===== src/rtl/gate_tester_if.sv =====
// Bundle between the gate tester and its environment: run control, the
// gate-under-test pins (X, Y driven by the tester, F returned) and the run result.
interface gate_tester_if #(
  parameter int ERR_W = 3
) ();
  logic             start;
  logic             X;
  logic             Y;
  logic             F;
  logic             busy;
  logic             done;
  logic             pass;
  logic [ERR_W-1:0] err_count;
  logic [3:0]       fail_vec;

  modport master (
    input  start, F,
    output X, Y, busy, done, pass, err_count, fail_vec
  );

  modport slave (
    output start, F,
    input  X, Y, busy, done, pass, err_count, fail_vec
  );
endinterface


===== src/rtl/gate_tester.sv =====
// Walks a 2-input gate through {X,Y} = 00,01,10,11, lets each vector settle,
// samples F once per vector against EXPECT_TABLE and reports the mismatches.
module gate_tester #(
  parameter logic [3:0] EXPECT_TABLE  = 4'b1000,
  parameter int         SETTLE_CYCLES = 2,
  parameter int         ERR_W         = 3
) (
  input  logic         clk,
  input  logic         rst,
  gate_tester_if.master bus
);

  localparam int               CNT_W    = (SETTLE_CYCLES > 1) ? $clog2(SETTLE_CYCLES) : 1;
  localparam logic [CNT_W-1:0] CNT_LAST = CNT_W'(SETTLE_CYCLES - 1);
  localparam logic [ERR_W-1:0] ERR_MAX  = '1;

  typedef enum logic [1:0] {IDLE, WAIT, SAMPLE, DONE} state_t;

  state_t           state, state_nxt;
  logic [1:0]       vec;
  logic [CNT_W-1:0] cnt;
  logic [ERR_W-1:0] err_count;
  logic [3:0]       fail_vec;
  logic             launch;
  logic             mismatch;

  // Case inequality so an X/Z on F is scored as a failing vector.
  assign mismatch = (bus.F !== EXPECT_TABLE[vec]);

  always_comb begin
    // NOTE: every always_comb output gets a default first so no path can infer a latch.
    state_nxt = state;
    launch    = 1'b0;
    unique case (state)
      IDLE: begin
        if (bus.start) begin
          launch    = 1'b1;
          state_nxt = WAIT;
        end
      end
      WAIT: begin
        if (cnt == CNT_LAST) state_nxt = SAMPLE;
      end
      SAMPLE: begin
        state_nxt = (vec == 2'd3) ? DONE : WAIT;
      end
      DONE: begin
        if (bus.start) begin
          launch    = 1'b1;
          state_nxt = WAIT;
        end
      end
      default: state_nxt = IDLE;
    endcase
  end

  always_ff @(posedge clk) begin
    // NOTE: sequential state uses non-blocking assignments so every flop samples pre-edge values.
    if (rst) begin
      state     <= IDLE;
      vec       <= '0;
      cnt       <= '0;
      err_count <= '0;
      fail_vec  <= '0;
    end else begin
      state <= state_nxt;
      if (launch) begin
        vec       <= '0;
        cnt       <= '0;
        err_count <= '0;
        fail_vec  <= '0;
      end else if (state == WAIT) begin
        cnt <= cnt + 1'b1;
      end else if (state == SAMPLE) begin
        if (mismatch) begin
          if (err_count != ERR_MAX) err_count <= err_count + 1'b1;
          fail_vec[vec] <= 1'b1;
        end
        // The last vector stays applied, so X,Y read 11 once the run is over.
        if (vec != 2'd3) begin
          vec <= vec + 1'b1;
          cnt <= '0;
        end
      end
    end
  end

  // X,Y are the vector register itself, so they are registered and hold between runs.
  assign bus.X         = vec[1];
  assign bus.Y         = vec[0];
  assign bus.busy      = (state == WAIT) || (state == SAMPLE);
  assign bus.done      = (state == DONE);
  assign bus.pass      = (state == DONE) && (err_count == '0);
  assign bus.err_count = err_count;
  assign bus.fail_vec  = fail_vec;

endmodule


===== src/flat_wrapper.sv =====
// flat-port wrapper written by rule: the top's interface ports become plain ports
module gate_tester_flat 
#(
  parameter logic [3:0] EXPECT_TABLE  = 4'b1000,
  parameter int         SETTLE_CYCLES = 2,
  parameter int         ERR_W         = 3
)
  (clk, rst, bus_start, bus_F, bus_X, bus_Y, bus_busy, bus_done, bus_pass, bus_err_count, bus_fail_vec);
  gate_tester_if #(.ERR_W(ERR_W)) bus_i ();
  input  logic clk;
  input  logic rst;
  input wire logic [$bits(bus_i.start)-1:0] bus_start;
  input wire logic [$bits(bus_i.F)-1:0] bus_F;
  output wire logic [$bits(bus_i.X)-1:0] bus_X;
  output wire logic [$bits(bus_i.Y)-1:0] bus_Y;
  output wire logic [$bits(bus_i.busy)-1:0] bus_busy;
  output wire logic [$bits(bus_i.done)-1:0] bus_done;
  output wire logic [$bits(bus_i.pass)-1:0] bus_pass;
  output wire logic [$bits(bus_i.err_count)-1:0] bus_err_count;
  output wire logic [$bits(bus_i.fail_vec)-1:0] bus_fail_vec;
  assign bus_i.start = bus_start;
  assign bus_i.F = bus_F;
  assign bus_X = bus_i.X;
  assign bus_Y = bus_i.Y;
  assign bus_busy = bus_i.busy;
  assign bus_done = bus_i.done;
  assign bus_pass = bus_i.pass;
  assign bus_err_count = bus_i.err_count;
  assign bus_fail_vec = bus_i.fail_vec;
  gate_tester #(.EXPECT_TABLE(EXPECT_TABLE), .SETTLE_CYCLES(SETTLE_CYCLES), .ERR_W(ERR_W)) u_core (.clk(clk), .rst(rst), .bus(bus_i));
endmodule

===== config.mk =====
export PLATFORM = sky130hd
export DESIGN_NAME = gate_tester_flat
export DESIGN_NICKNAME = d
export VERILOG_FILES = /design/src/rtl/gate_tester_if.sv /design/src/rtl/gate_tester.sv /design/src/flat_wrapper.sv
export SDC_FILE = /design/constraint.sdc
export NUM_CORES = 1
export LEC_CHECK = 0
export CAP_MARGIN = 20
export CORE_UTILIZATION = 47
export CTS_BUF_LIST = sky130_fd_sc_hd__clkbuf_8 sky130_fd_sc_hd__clkbuf_16
export DETAILED_ROUTE_END_ITERATION = 10
export GPL_TIMING_DRIVEN = 0
export PLACE_DENSITY_LB_ADDON = 0.3
export RECOVER_POWER = 100
export SYNTH_ARGS = -nofsm -noshare
export SYNTH_HDL_FRONTEND = slang
export SYNTH_SLANG_ARGS = --single-unit

===== constraint.sdc =====
create_clock -name clk -period 1.6 [get_ports clk]
set_clock_uncertainty 0.05 [all_clocks]
set_input_delay 0.16 -clock clk [delete_from_list [all_inputs] [get_ports clk]]
set_output_delay 0.16 -clock clk [all_outputs]
set_load 0.005 [all_outputs]

; Word-level counts from Yosys, hierarchy flattened
; Cells that the tools add are included.
[op_classes]
n_addsub = 3
n_mul = 0
div = 0
n_lt_le_gt_ge = 2
eq_ne = 9
shifts = 0
mux = 13
bitwise_logic = 2
n_reduce_logical = 14
[op_table]
columns = cell, n
row1 = two-way mux 1 bit, 7
row2 = equality test 2 bit (second input constant), 3
row3 = two-way mux 2 bit, 3
row4 = case mux 2 bit (3 select lines), 1
row5 = AND reduction 3 bit, 2
row6 = inequality test 2 x 1 -> 1 bit (second input constant), 2
row7 = bitwise OR 4 bit, 1
row8 = AND reduction 2 bit, 2
row9 = AND reduction 4 bit, 1
row10 = nonzero test 2 bit, 2
row11 = OR reduction 2 bit, 2
row12 = adder 3 x 1 -> 3 bit (second input constant), 1
row13 = zero test 3 bit, 1
row14 = < comparator 2 x 3 -> 1 bit (second input constant), 1
row15 = inequality test 3 bit (second input constant), 1
row16 = adder 2 x 1 -> 2 bit (second input constant), 1
row17 = binary-select mux 1 bit (select 2 bit), 1
row18 = demux 1 bit (select 2 bit), 1
row19 = equality test 2 x 1 -> 1 bit (second input constant), 1
row20 = >= comparator 2 x 1 -> 1 bit (second input constant), 1
row21 = logical AND 1 bit, 2
row22 = zero test 2 bit, 1
row23 = inequality test 2 bit (second input constant), 1
row24 = adder 1 bit (second input constant), 1
row25 = other kinds (3), 3
[word_totals]
ff_bits = 12
latch_bits = 0
mem_bits_rw = 0
rom_bits = 0
input_bits = 4
word_cells = 48
n_memories = 0

; Longest topological paths before layout
[logic_depth]
depth_word = 5
mapped_depth = 5

; Worst setup path after synthesis
; No wires, ideal clock.
[synth_timing]
kind = register to register
startpoint = reg u_core.err_count[0], in the netlist u_core.bus.err_count[0]
endpoint = reg u_core.err_count[1], in the netlist u_core.bus.err_count[1]
setup_ns = 0.119
t_arrival_ns = 1.287
path_slack_ns = 0.144
stages_incl_launch_ff = 6
path_cell_list = dfxtp_1 -> ha_1 -> ha_1 -> or3b_1 -> o21ai_0 -> a21oi_1
[synth_via]
elab_chain_len = 2
word_cells_on_any_way = 3
[synth_rtl]
columns = item, line_no
row1 = from (decl), gate_tester.sv:22  ; logic [ERR_W-1:0] err_count;
row2 = from (signal assigned), gate_tester.sv:76  ; if (err_count != ERR_MAX) err_count <= err_count + 1'b1;
row3 = "parallel branches: the longest is 2 deep, another holds adder 3 x 1 -> 3 bit", n/a
; Several ways; the timed one is not identified.
; A chain may end at the register's enable or synchronous reset.

; Worst setup path in the final report
[layout_timing]
startpoint = reg u_core.state[0]
endpoint = out bus_busy
[layout_via]
elab_chain_len = 2
word_cells_on_any_way = 3
[layout_rtl]
columns = item, line_no
row1 = from (decl), gate_tester.sv:19  ; state_t state, state_nxt;
row2 = from (signal assigned), gate_tester.sv:66  ; state <= state_nxt;
row3 = equality test 2 x 1 -> 1 bit or equality test 2 bit (tied branches), gate_tester.sv:91  ; assign bus.busy = (state == WAIT) || (state == SAMPLE);
row4 = logical OR 1 bit (*), gate_tester.sv:91
row5 = to (decl), flat_wrapper.sv:16  ; output wire logic [$bits(bus_i.busy)-1:0] bus_busy;
; Mark *: on every way between the ends. The rest lies on a longest branch, timed or not.

==> results.toml <==
[outcome]
status = "completed"

[cells_and_area]
diodes = 0
final_area_um2 = 923
layout_commonest_cell = "ha_1"
syn2layout_area_growth_pct = 34.7
layout_common_cells = "ha_1, dlygate4sd3_1, dfxtp_1, nor2_1, a21oi_1"
final_nets = 112
postLayoutCoreUtil_pct = 69.2
drive_gt1_share_pct = 13.8

[power_and_ir_drop]
p_per_area_mw_per_mm2 = 1330
finalPower_mw = 1.23
cellLeakagePower_nw = 0.421
vdd_drop_max_v = 0.000965

[global_routing]
grt_pass1_vias = 515
grt_pass1_wl_um = 2160
grtUsageTotal_pct = 20.7
antenna_found_initial = 0
globalRouteOverflowTotal = 0
grt_max_degree = 11

[worst_setup_path]
required_ns = 1.39
end_kind = "output pin"
cp_max_fo = 6
start_kind = "flip-flop"
arrival_ns = 1.31
crit_type = "flip-flop to output pin"

[placed_design]
hpwl_um = 1020
dpl_cell_area_um2 = 855
globalplace.congestion = 0.703
io_buffers = 15

[clock_network]
clockBufferDepth = 2
hold_buffers = 0
cts_tree = "built"
root_buffer = "clkbuf_8"
clk_latency_ns = 0.25
clkTransAtPathRegs_ns = 0.06
numCtsBuffers = 3
htree_levels = 1
clock-sinks = 12

[floorplanning]
row_count = 13
die_w_um = 40.2
fp.coreArea_mm2 = 0.00133
initial_core_util_pct = 51.4
ios = 16
die_area_mm2 = 0.00162
dieHeight_um = 40.2

[timing]
worstMarginPinSlew_ns = 0.376
fin_crit_ns = 1.52
drv_slew = 0
max_freq_mhz = 657
hold_viol_final = 0
relSlewSlack_pct = 74.9
finalCritPeriodShare_pct = 95.1
rsz0062_at_grt = "false"
finalSetupViolations = 0

[run]
drv_cap = 0

[logic_synthesis]
ys_types = 22
synth_seq_area_share_pct = 35.0
synth-seq-cells = 12
postSynthAreaPerCell_um2 = 9.27
synth_area_um2 = 686
synth_nets = 91
syn-instance-count = 74
yosysWarnings = 0

[routing]
wirelength_um = 1350
drt_iter0_drc = 4
antenna_left = 0
remaining_drc_errors = 0
wl_per_cell_um = 12.4
vias_per_cell = 5.41
num_vias = 590
first_pass_iters = 4

[hold_path]
min_path_type = "flip-flop to flip-flop"
==> Yosys cell counts <==
library cell / n / area [um2]
a31oi_1: 4 / 25.0
nor2_1: 8 / 30.0
buf_2: 1 / 5.00
nand3_1: 3 / 15.0
a21oi_1: 7 / 35.0
o21ai_1: 1 / 5.00
nor2b_1: 1 / 6.26
nand2b_1: 2 / 12.5
nand2_1: 1 / 3.75
dfxtp_1: 12 / 240
or3b_1: 1 / 8.76
ha_1: 13 / 163
xor2_2: 1 / 16.3
nor3b_1: 1 / 7.51
mux2i_1: 1 / 10.0
inv_1: 7 / 26.3
a311oi_1: 2 / 17.5
or3_1: 1 / 6.26
a21o_1: 1 / 7.51
xnor2_1: 2 / 17.5
o21ai_0: 3 / 15.0
nor3b_2: 1 / 12.5
==> stage by stage <==
stage	cells	setup slack, ns	setup TNS [ns]	hold WS, ns
2_1_floorplan	74	0.144	0	0.182
3_3_place_gp	104	-0.0116	-0.0116	0.407
3_5_place_dp	104	-0.0291	-0.0291	0.410
4_1_cts	109	0.0229	0	0.423
5_1_grt	109	0.0195	0	0.427
6_report	109	0.0786	0	0.419
==> cells by family after synthesis <==
group	share of synthesized area, %
AOI/OAI and AO/OA	15.3
adders and majority gates	23.7
xor gates and xnor gates	4.93
muxes	1.46
and+or+nand+nor	15.0
DFF	35.0
buffers and inverters	4.56
==> layout make-up <==
type	count	area, um2
Clock buffer	4	55.1
Multi-Input combinational cell	54	417
Inverter	7	26.3
Buffer	1	5.00
Timing Repair Buffer	16	155
Fill cell	111	410
Tap cell	15	18.8
Sequential cell	12	246
==> routing by layer <==
layer | global-route usage, % | wire (um)
met2 | 37.1 | 677
met5 | 0 | 0
met1 | 22.5 | 588
met3 | 5.00 | 51
met4 | 10.0 | 31
==> power by group <==
group,switching (mW),internal (mW)
clock,0.118,0.218
sequential,0.0476,0.353
combinational,0.262,0.233
total,0.427,0.803
==> sequential cells by signal, summed over array words and instances, names as in the netlist <==
name,cells
u_core.vec,2
u_core.state,2
u_core.bus.err_count,3
u_core.cnt,1
u_core.bus.fail_vec,4
==> timing repair <==
action / CTS / global route
pin swaps: 0 / 0
resized for setup: 9 / 4
buffers inserted: 1 / 0
cloned: 0 / 0
setup endpoints to repair: 2 / 3
==> worst max-delay path: stages, from the launching register on <==
cell           delay [ns]
dfxtp_4              0.36
inv_2                0.04
ha_1                 0.37
inv_1                0.05
dlygate4sd2_1        0.25
==> final timing paths <==
path | startpoint | to | slack (ns) | cells past startpoint
worst max-delay path | u_core.state[0] | bus_busy | 0.08 | 4
worst min-delay path | u_core.bus.fail_vec[1] | u_core.bus.fail_vec[1] | 0.42 | 2
worst max register to register | u_core.bus.err_count[0] | u_core.bus.err_count[2] | 0.09 | 5
worst min register to register | u_core.bus.fail_vec[1] | u_core.bus.fail_vec[1] | 0.42 | 2
No activity file was read; power rests on OpenSTA's default activity.
